[src/rtl/pc_sched_if.sv]
// pc_sched_if: bundles the pc_sched request and fetch-control signals.
//   master modport: pipeline side. Drives the stall requests, branch, exception and eret
//                   controls, and observes pc/ce/stall/flush/timeout.
//   slave modport : pc_sched side. Sees the requests and drives the fetch outputs.
interface pc_sched_if #(
  parameter int unsigned ADDR_W = 32
);
  logic              stallreq_id;
  logic              stallreq_ex;
  logic              stallreq_mem;
  logic              branch_valid;
  logic [ADDR_W-1:0] branch_target;
  logic              exc_valid;
  logic              eret_valid;
  logic [ADDR_W-1:0] eret_target;
  logic [ADDR_W-1:0] pc;
  logic              ce;
  logic [5:0]        stall;
  logic              flush;
  logic              timeout;

  modport master (
    output stallreq_id, stallreq_ex, stallreq_mem,
    output branch_valid, branch_target,
    output exc_valid, eret_valid, eret_target,
    input  pc, ce, stall, flush, timeout
  );

  modport slave (
    input  stallreq_id, stallreq_ex, stallreq_mem,
    input  branch_valid, branch_target,
    input  exc_valid, eret_valid, eret_target,
    output pc, ce, stall, flush, timeout
  );
endinterface

[src/rtl/pc_sched.sv]
// pc_sched: fetch-address scheduler for the pipeline front end.
// It owns the program counter and the instruction-memory enable, and it chooses the next PC
// from these sources, in priority order: exception vector, eret target, stall hold, branch,
// pending branch, and sequential fetch. It also merges the per-stage stall requests into the
// 6-bit stall vector, holds on to a branch that arrives while fetch is stalled, and raises a
// sticky watchdog flag when a stall runs for too long.
// Ports:
//   clk : system clock, rising edge
//   rst : asynchronous active-high reset
//   bus : pc_sched_if.slave
//         inputs : stallreq_{id,ex,mem}, branch_valid/target, exc_valid, eret_valid/target
//         outputs: pc, ce (registered); stall (combinational); flush, timeout (registered)
module pc_sched #(
  parameter int unsigned       ADDR_W        = 32,
  parameter logic [ADDR_W-1:0] RESET_VECTOR  = ADDR_W'(32'h0000_0000),
  parameter logic [ADDR_W-1:0] EXC_VECTOR    = ADDR_W'(32'h0000_0020),
  parameter int unsigned       STALL_TIMEOUT = 16
) (
  input logic       clk,
  input logic       rst,
  pc_sched_if.slave bus
);

  localparam int unsigned CNT_W = $clog2(STALL_TIMEOUT + 1);
  localparam logic [CNT_W-1:0] CNT_MAX = CNT_W'(STALL_TIMEOUT);
  localparam logic [ADDR_W-1:0] ALIGN_MASK = ~ADDR_W'(3);

  typedef enum logic [1:0] {StIdle, StRun, StStall, StFlush} state_e;

  state_e            r_state;
  logic [ADDR_W-1:0] r_pc;
  logic              r_ce;
  logic              r_flush;
  logic              r_timeout;
  logic              r_pend_valid;
  logic [ADDR_W-1:0] r_pend_target;
  logic [CNT_W-1:0]  r_stall_cnt;

  logic [5:0]        w_stall_req;
  logic [5:0]        w_stall;
  logic              w_stalled;
  logic              w_redirect;
  logic [ADDR_W-1:0] w_branch_tgt;
  logic [ADDR_W-1:0] w_eret_tgt;
  logic [CNT_W-1:0]  w_cnt_inc;

  // The deepest stalling stage freezes every stage in front of it.
  always_comb begin
    w_stall_req = 6'b000000;
    if (bus.stallreq_mem) begin
      w_stall_req = 6'b011111;
    end else if (bus.stallreq_ex) begin
      w_stall_req = 6'b001111;
    end else if (bus.stallreq_id) begin
      w_stall_req = 6'b000111;
    end
  end

  // No stall is reported before the first fetch, or in the flush cycle. In the flush cycle,
  // fetch therefore advances even when a request is still being held.
  assign w_stall    = (r_state == StIdle || r_state == StFlush) ? 6'b000000 : w_stall_req;
  assign w_stalled  = w_stall[0];
  assign w_redirect = bus.exc_valid | bus.eret_valid;

  assign w_branch_tgt = bus.branch_target & ALIGN_MASK;
  assign w_eret_tgt   = bus.eret_target & ALIGN_MASK;
  assign w_cnt_inc    = (r_stall_cnt == CNT_MAX) ? r_stall_cnt : r_stall_cnt + 1'b1;

  always_ff @(posedge clk or posedge rst) begin
    if (rst) begin
      r_state       <= StIdle;
      r_pc          <= RESET_VECTOR;
      r_ce          <= 1'b0;
      r_flush       <= 1'b0;
      r_timeout     <= 1'b0;
      r_pend_valid  <= 1'b0;
      r_pend_target <= '0;
      r_stall_cnt   <= '0;
    end else begin
      r_flush <= 1'b0;
      if (r_state == StIdle) begin
        // The first fetch presents RESET_VECTOR; pc advances from the next edge onward.
        r_ce    <= 1'b1;
        r_state <= StRun;
      end else if (w_redirect) begin
        // An exception or eret overrides stalls and discards any buffered branch.
        r_pc         <= bus.exc_valid ? EXC_VECTOR : w_eret_tgt;
        r_flush      <= 1'b1;
        r_state      <= StFlush;
        r_pend_valid <= 1'b0;
        r_stall_cnt  <= '0;
      end else if (w_stalled) begin
        r_state     <= StStall;
        r_stall_cnt <= w_cnt_inc;
        if (w_cnt_inc == CNT_MAX) begin
          r_timeout <= 1'b1;
        end
        // The latest branch seen during the stall is the one that is kept.
        if (bus.branch_valid) begin
          r_pend_valid  <= 1'b1;
          r_pend_target <= w_branch_tgt;
        end
      end else begin
        r_state      <= StRun;
        r_stall_cnt  <= '0;
        r_pend_valid <= 1'b0;
        if (bus.branch_valid) begin
          r_pc <= w_branch_tgt;
        end else if (r_pend_valid) begin
          r_pc <= r_pend_target;
        end else begin
          r_pc <= r_pc + ADDR_W'(4);
        end
      end
    end
  end

  assign bus.pc      = r_pc;
  assign bus.ce      = r_ce;
  assign bus.stall   = w_stall;
  assign bus.flush   = r_flush;
  assign bus.timeout = r_timeout;

endmodule
[src/flat_wrapper.sv]
// flat-port wrapper written by rule: the top's interface ports become plain ports
module pc_sched_flat 
#(
  parameter int unsigned       ADDR_W        = 32,
  parameter logic [ADDR_W-1:0] RESET_VECTOR  = ADDR_W'(32'h0000_0000),
  parameter logic [ADDR_W-1:0] EXC_VECTOR    = ADDR_W'(32'h0000_0020),
  parameter int unsigned       STALL_TIMEOUT = 16
)
  (clk, rst, bus_stallreq_id, bus_stallreq_ex, bus_stallreq_mem, bus_branch_valid, bus_branch_target, bus_exc_valid, bus_eret_valid, bus_eret_target, bus_pc, bus_ce, bus_stall, bus_flush, bus_timeout);
  pc_sched_if #(.ADDR_W(ADDR_W)) bus_i ();
  input logic clk;
  input logic rst;
  input wire logic [$bits(bus_i.stallreq_id)-1:0] bus_stallreq_id;
  input wire logic [$bits(bus_i.stallreq_ex)-1:0] bus_stallreq_ex;
  input wire logic [$bits(bus_i.stallreq_mem)-1:0] bus_stallreq_mem;
  input wire logic [$bits(bus_i.branch_valid)-1:0] bus_branch_valid;
  input wire logic [$bits(bus_i.branch_target)-1:0] bus_branch_target;
  input wire logic [$bits(bus_i.exc_valid)-1:0] bus_exc_valid;
  input wire logic [$bits(bus_i.eret_valid)-1:0] bus_eret_valid;
  input wire logic [$bits(bus_i.eret_target)-1:0] bus_eret_target;
  output wire logic [$bits(bus_i.pc)-1:0] bus_pc;
  output wire logic [$bits(bus_i.ce)-1:0] bus_ce;
  output wire logic [$bits(bus_i.stall)-1:0] bus_stall;
  output wire logic [$bits(bus_i.flush)-1:0] bus_flush;
  output wire logic [$bits(bus_i.timeout)-1:0] bus_timeout;
  assign bus_i.stallreq_id = bus_stallreq_id;
  assign bus_i.stallreq_ex = bus_stallreq_ex;
  assign bus_i.stallreq_mem = bus_stallreq_mem;
  assign bus_i.branch_valid = bus_branch_valid;
  assign bus_i.branch_target = bus_branch_target;
  assign bus_i.exc_valid = bus_exc_valid;
  assign bus_i.eret_valid = bus_eret_valid;
  assign bus_i.eret_target = bus_eret_target;
  assign bus_pc = bus_i.pc;
  assign bus_ce = bus_i.ce;
  assign bus_stall = bus_i.stall;
  assign bus_flush = bus_i.flush;
  assign bus_timeout = bus_i.timeout;
  pc_sched #(.ADDR_W(ADDR_W), .RESET_VECTOR(RESET_VECTOR), .EXC_VECTOR(EXC_VECTOR), .STALL_TIMEOUT(STALL_TIMEOUT)) u_core (.clk(clk), .rst(rst), .bus(bus_i));
endmodule
[config.mk]
export PLATFORM = sky130hd
export DESIGN_NAME = pc_sched_flat
export DESIGN_NICKNAME = d
export VERILOG_FILES = /design/src/rtl/pc_sched_if.sv /design/src/rtl/pc_sched.sv /design/src/flat_wrapper.sv
export SDC_FILE = /design/constraint.sdc
export NUM_CORES = 1
export LEC_CHECK = 0
export BUFFER_PORTS_ARGS = -buffer_cell sky130_fd_sc_hd__buf_2
export CORE_MARGIN = 1
export CORE_UTILIZATION = 54
export DETAILED_ROUTE_END_ITERATION = 8
export HOLD_SLACK_MARGIN = 0.15
export PLACE_DENSITY = 0.81
export SLEW_MARGIN = 10
export SYNTH_ARGS = -nofsm -noshare
export SYNTH_HDL_FRONTEND = slang
export SYNTH_SLANG_ARGS = --single-unit
[constraint.sdc]
create_clock -name clk -period 2.86 [get_ports clk]
set_clock_uncertainty 0.2 [all_clocks]
set_input_delay 0.143 -clock clk [delete_from_list [all_inputs] [get_ports clk]]
set_output_delay 0.143 -clock clk [all_outputs]
set_load 0.1 [all_outputs]
==> run metrics, run 1 <==
Port Buffers=around 110; mux contribution to synthesized area=around 8.4%; Async SR Flop Fraction=100.0%; via count=just over 5000; first-pass GRT wire length=around 25000 µm; power per cell area=between 500 and 600 nW/µm²; Peak VDD IR=around 0.43 mV; RSZ-0062 raised after global routing=no; Synth Area in Compound Gates=about a fifth; vias in the first global route=4902; clock buffers created by TritonCTS=9; XOR/XNOR Fraction of Synth Area=between 3 and 4%; Most used DFF post-synth=dfrtp_1; hold depth=4; post-synth top area share=40.55%; via/cell ratio=~6.7; Finish-stage setup viols=0; DR pass1 iterations=6; Synth Area in Simple Gates=about 21%; total track usage=between 30% and 40%; Crit Path Class=register to register; Final Max Slew Viols=0; number of synthesized flops with an enable pin=0; area grow syn2layout=39.66%; global route overflow=0; Startpoint Class=register; Reg-to-Reg End=u_core.bus.pc[25]; Residual DRC=0; Worst-path clk slew=~0.08 ns; RD Place Congestion=about 0.92; Synth Instances=between 400 and 500; Leakage=~0.0028 µW; Iteration-0 DRC Markers=roughly 800; dpl ws=around 0.44 ns; post-synthesis sequential area ratio=between 40% and 50%; CTS tree=yes; number of diodes=0; Crit path required time=slightly below 3 ns; Worst Tran Pin Value=0.7902 ns; CP max FO=9; wire length per cell=approximately 21 µm; Slew HR=approximately 47%; kind of end point of the critical path=register; top cell type by total area after synthesis=dfrtp_1; Worst-Skew Late Latency=between 0.3 and 0.4 ns; Worst Hold Launch=bus_eret_valid; final hold violations=0; initial antenna violation count=0; Max Clk Rate=approximately 0.36 GHz; IO Pins=around 110; hold worst-path end=u_core.bus.pc[28]; TNS Setup=0 ns; DIE WIDTH=between 90 and 100 µm; row cnt=32; Clk Tree Root Cell=clkbuf_8; largest family of logic cells by synthesized area=simple AND/OR/NAND/NOR gates; initial core utilization=a little under three fifths; Worst R2R Setup Slack=between 0.05 and 0.06 ns; minimum clock period=2.802 ns; Register Area=approximately 1800 µm²; Layout fillers=490; synth top area cells=dfrtp_1 41%, mux2_2 8.0%, nand2_1 3.8%; Adder-Cell Fraction of Synth Area=1.142%; synth warn=0; Total Power=around 3600 µW; Mapped Avg Cell Area=about 9.1 µm²; worst min path class=primary input to register; FF-to-FF Start=u_core.bus.pc[12]; full die area=about 8500 µm²; Clock Path Buffers=2; synth unique cells=64; clock sink total=a little over 70; status=completed; DIE HEIGHT=92.08 µm; cell area after synthesis=about 4400 µm²; Reg2Reg Depth=6; layout cell share with drive strength beyond 1=a little under a third; max cap viols=0; Critical Path AT=between 2 and 3 ns; post-route setup slack=~0.06 ns; total core area=a little under 8000 µm²; final wirelength=roughly 16000 µm; nets=739; pin count of the biggest net entering global routing=34; footprint of the multi-input gates=approximately 2400 µm²; Tcrit/Tclk final=between 90% and 100%; DP HPWL=9219 µm; # H-tree levels=3; post-route ant nets=0; Synth Register Bits=71
==> registers in the layout, summed over array words and instances (netlist names) <==
signal                cells
u_core.bus.pc            30
u_core.bus.timeout        1
u_core.bus.ce             1
u_core.bus.flush          1
u_core.r_stall_cnt        5
u_core.r_state            2
u_core.r_pend_target     30
u_core.r_pend_valid       1
==> timing repair <==
action                                  4_1_cts  5_1_grt
endpoints found under the setup margin        0        1
setup buffers                                 0        6
resized for setup                             0        6
hold endpoints to repair                     93        0
hold buffers                                 73        0
==> per-stage QoR <==
| step | area [µm²] | utilization (%) | instances | hold WS [ns] |
|---|---|---|---|---|
| 6_report | 6120 | 78.38 | 770 | 0.1576 |
| 5_1_grt | 6120 | 78.38 | 770 | 0.1936 |
| 4_1_cts | 6052 | 77.52 | 764 | 0.1504 |
| 3_5_place_dp | 5052 | 64.71 | 675 | 0.1113 |
| 3_3_place_gp | 5052 | 64.71 | 675 | 0.1073 |
| 2_1_floorplan | 4395 | - | 482 | 0.08116 |
==> how the worst max path moves through the flow <==
stage,start,to,slack [ns],cells after the start
final,u_core.bus.pc[12],u_core.bus.pc[25],0.06,6
after global routing,u_core.r_state[0],u_core.bus.pc[11],0.003,10
after CTS,u_core.bus.pc[10],u_core.bus.pc[25],0.02,6
after detailed placement,u_core.bus.pc[2],u_core.bus.pc[22],0.44,6
after global placement,u_core.bus.pc[2],u_core.bus.pc[22],0.50,6
after floorplan,u_core.bus.pc[10],u_core.bus.pc[25],0.02,5
==> cell type report <==
cell class / instances / area share, %
Clock buffer: 9 / 2.024
Clock inverter: 7 / 2.372
Inverter: 19 / 1.165
Multi-Input combinational cell: 359 / 39.36
Sequential cell: 71 / 29.20
Tap cell: 102 / 2.085
Timing Repair Buffer: 203 / 23.80
==> layer usage <==
layer  GRT usage [%]  share of wire, %  vias to the layer above
met5               0                 0                        -
met3           11.94                13                      129
met1           47.32                34                     2369
met4           21.22               6.3                        0
met2           63.18                47                      469
li1                -                 -                     2156
==> synthesized netlist by cell type, types with 3 or more instances <==
cell type / n
a31oi_1: 9
nand3_1: 25
nand2b_1: 11
a32oi_1: 4
a22o_1: 4
o221ai_1: 4
nor4_1: 7
buf_1: 4
a221oi_1: 5
xnor2_1: 9
dfrtp_1: 71
nor3_1: 13
ha_1: 4
a22oi_1: 5
nand2_1: 44
and3_1: 7
o211ai_1: 8
a21oi_1: 20
a221o_1: 7
or3_1: 5
inv_1: 16
nor4b_1: 3
o21ai_0: 24
o31ai_1: 6
or2_2: 4
and4_1: 3
mux2_2: 31
buf_2: 6
o22ai_1: 6
nand4_1: 11
nor2_1: 29
a31o_2: 3
buf_4: 5
clkbuf_1: 17
xor2_1: 8
nor2b_1: 3
==> logic make-up (layout without fill, tap and decap cells) <==
logic type               Yosys count  after routing
other                              1              3
XOR/XNOR                          17             17
multiplexers                      33             33
AO/OA/AOI/OAI                    125            125
adder cells (fa/ha/maj)            4              4
flip-flops                        71             71
AND/OR/NAND/NOR                  177            177
buffers and inverters             52            238
==> critical path: stages (launching register included) <==
cell and delay [ns]:
dfrtp_1 0.48, nand4_4 0.21, or4_4 0.59, o31a_1 0.35, o31ai_2 0.21, a21oi_1 0.09, dlygate4sd3_1 0.56
==> power by group <==
part	switching, µW	internal [µW]
Sequential	163	1200
Combinational	739	369
Clock	425	670
Total	1330	2240
==> cell usage in the layout, fill, tap and decap left out, types with 9 or more instances in the layout <==
cell type | netlist | final
buf_2 | 6 | 105
dlygate4sd3_1 | 0 | 73
dfrtp_1 | 71 | 63
nand2_1 | 44 | 44
mux2_2 | 31 | 31
nor2_1 | 29 | 29
nand3_1 | 25 | 24
o21ai_0 | 24 | 24
buf_4 | 5 | 24
a21oi_1 | 20 | 20
inv_1 | 16 | 15
nor3_1 | 13 | 13
nand4_1 | 11 | 11
nand2b_1 | 11 | 11
xnor2_1 | 9 | 9
a31oi_1 | 9 | 9
clkbuf_8 | 0 | 9
(Power assumes the default switching activity.)
==> run 2: changes to the inputs <==
--- a/config.mk
+++ b/config.mk
@@ -5,12 +5,13 @@
 export SDC_FILE = /design/constraint.sdc
 export NUM_CORES = 1
 export LEC_CHECK = 0
-export BUFFER_PORTS_ARGS = -buffer_cell sky130_fd_sc_hd__buf_2
+export CAP_MARGIN = 20
 export CORE_MARGIN = 1
-export CORE_UTILIZATION = 54
+export CORE_UTILIZATION = 64
 export DETAILED_ROUTE_END_ITERATION = 8
+export DONT_BUFFER_PORTS = 1
 export HOLD_SLACK_MARGIN = 0.15
-export PLACE_DENSITY = 0.81
+export PLACE_DENSITY = 0.9
 export SLEW_MARGIN = 10
 export SYNTH_ARGS = -nofsm -noshare
 export SYNTH_HDL_FRONTEND = slang
==> run 2 against run 1 <==
  * The flow now finishes with violations (design-rule violations)
  * Final cell count fell by 14%
  * Critical endpoint is now u_core.bus.pc[31]
  * Final area is 5.8% lower
  * Highest routed layer unchanged
  * Largest power group unchanged
  * Clock-buffer cell count up 1
  * Largest cell class unchanged
==> run metrics, run 2 (synthesized netlist as in run 1, its figures left out) <==
Worst R2R Setup Slack=0.07 ns; commonest cells after routing, fill and taps aside=76 x dlygate4sd3_1, 65 x dfrtp_1, 44 x nand2_1; Critical Path AT=~2.8 ns; status=finished, violations left; Crit Path Class=register to register; CP max FO=6; power per cell area=between 600 and 700 nW/µm²; fin area=a little under 6000 µm²; total track usage=about half; Port Buffers=0; Iteration-0 DRC Markers=approximately 880; Cell Chain, Critical Path=nand3_1 > or4_4 > nor3_1 > xnor2_1 > o21ai_1 > dlygate4sd3_1; DP HPWL=between 8000 and 9000 µm; Area after DPL=4683 µm²; area grow syn2layout=31.52%; first-pass GRT wire length=roughly 27000 µm; DR pass1 iterations=9; Startpoint Class=register; CTS tree=yes; Max Clk Rate=0.3587 GHz; post-CTS setup buffers=0; CP bufs+invs=1; nets=roughly 660; global route overflow=0; full die area=between 7000 and 8000 µm²; via count=about 5000; RD Place Congestion=between 0.9 and 1; clock sink total=71; Peak VDD IR=approximately 0.49 mV; post-route ant nets=0; Worst-path clk slew=roughly 0.09 ns; Top delay family on crit path=simple AND/OR/NAND/NOR gates; final hold violations=0; Final Util=between 80% and 90%; via/cell ratio=7.529; IO Pins=around 110; vias in the first global route=about 5100; pin count of the biggest net entering global routing=39; Slew HR=between 30% and 40%; failing checks=design-rule violations; layout cell share with drive strength beyond 1=between 20% and 30%; kind of end point of the critical path=register; Leakage=0.002466 µW; Clk Tree Root Cell=clkbuf_8; Crit path required time=2.90 ns; minimum clock period=2.788 ns; Worst-Skew Late Latency=about 0.36 ns; worst min path class=primary input to asynchronous set/reset pin; slowest stage cell, crit path=or4_4; Layout fillers=~280; DIE HEIGHT=between 80 and 90 µm; max cap viols=0; total core area=6495 µm²; initial antenna violation count=1; DIE WIDTH=84.75 µm; Worst Tran Pin Value=0.9476 ns; row cnt=29; Clock Path Buffers=2; commonest non-fill, non-tap cell in the layout=dlygate4sd3_1; TNS Setup=0 ns; initial core utilization=between 60% and 70%; Residual DRC=23; final wirelength=between 15000 and 20000 µm; Finish-stage setup viols=0; wire length per cell=25.06 µm; clock buffers created by TritonCTS=9; Final Max Slew Viols=0; # H-tree levels=3; Tcrit/Tclk final=~97%; Total Power=~3500 µW; CP max stage delay=between 0.6 and 0.7 ns; RSZ-0062 raised after global routing=no
[run 2: cell types whose count changed in the layout (fill, tap and decap cells not counted), sizes merged, moves of 2 or more]
cell,before,now
inv,18,20
dlygate4sd3,73,76
buf,130,46
clkinv,3,1
[run 2: final timing paths]
| path | start | to | cells past startpoint |
|---|---|---|---|
| max | u_core.bus.pc[6] | u_core.bus.pc[31] | 6 |
| min | rst | u_core.r_pend_target[11] | 2 |
| max reg2reg | u_core.bus.pc[6] | u_core.bus.pc[31] | 6 |
| min reg2reg | u_core.r_pend_target[8] | u_core.r_pend_target[8] | 1 |
| max in group asynchronous | rst | u_core.bus.pc[5] | 3 |
| min in group clk | bus_stallreq_id | u_core.bus.pc[30] | 6 |
[run 2: worst register-to-register path, cell delays in order (launching register included)]
cell and delay [ns]:
dfrtp_1 0.39, nand3_1 0.30, or4_4 0.66, nor3_1 0.29, xnor2_1 0.16, o21ai_1 0.10, dlygate4sd3_1 0.57
[run 2: repair_timing]
item | 4_1_cts | 5_1_grt
setup endpoints to repair | 0 | 8
resized for setup | 0 | 4
endpoints found under the hold margin | 114 | 0
hold buffers | 78 | 0
[run 2: cell type report]
type | instances | area (µm²) | share of cell area [%]
Timing Repair Buffer | 123 | 1151 | 19.97
Clock buffer | 10 | 137.6 | 2.388
Tap cell | 77 | 96.34 | 1.672
Clock inverter | 6 | 115.1 | 1.997
Inverter | 19 | 71.32 | 1.238
Multi-Input combinational cell | 359 | 2405 | 41.73
Sequential cell | 71 | 1784 | 30.96
Antenna cell | 1 | 2.502 | 0.04342
[run 2: power by group]
| group | switching [µW] | internal, µW |
|---|---|---|
| registers | 200 | 1190 |
| clock network | 440 | 610 |
| logic | 726 | 360 |
| total | 1370 | 2160 |
[run 2: metrics by stage]
stage / hold slack, ns / instances / setup WS [ns]
final: 0.2077 / 666 / 0.07245
after global routing: 0.2466 / 665 / 0.03836
after CTS: 0.1617 / 664 / 0.02236
after detailed placement: 0.01762 / 570 / 0.3761
after global placement: 0.01573 / 570 / 0.5166
after floorplan: 0.08116 / 482 / 0.01669
[run 2: metal layers]
layer / GRT usage [%] / up-vias / wire, µm
met1: 55.33 / 2290 / 5321
met4: 33.13 / 0 / 1483
met2: 77.16 / 530 / 7507
met3: 19.17 / 204 / 2380
met5: 0 / - / 0
li1: - / 1990 / -
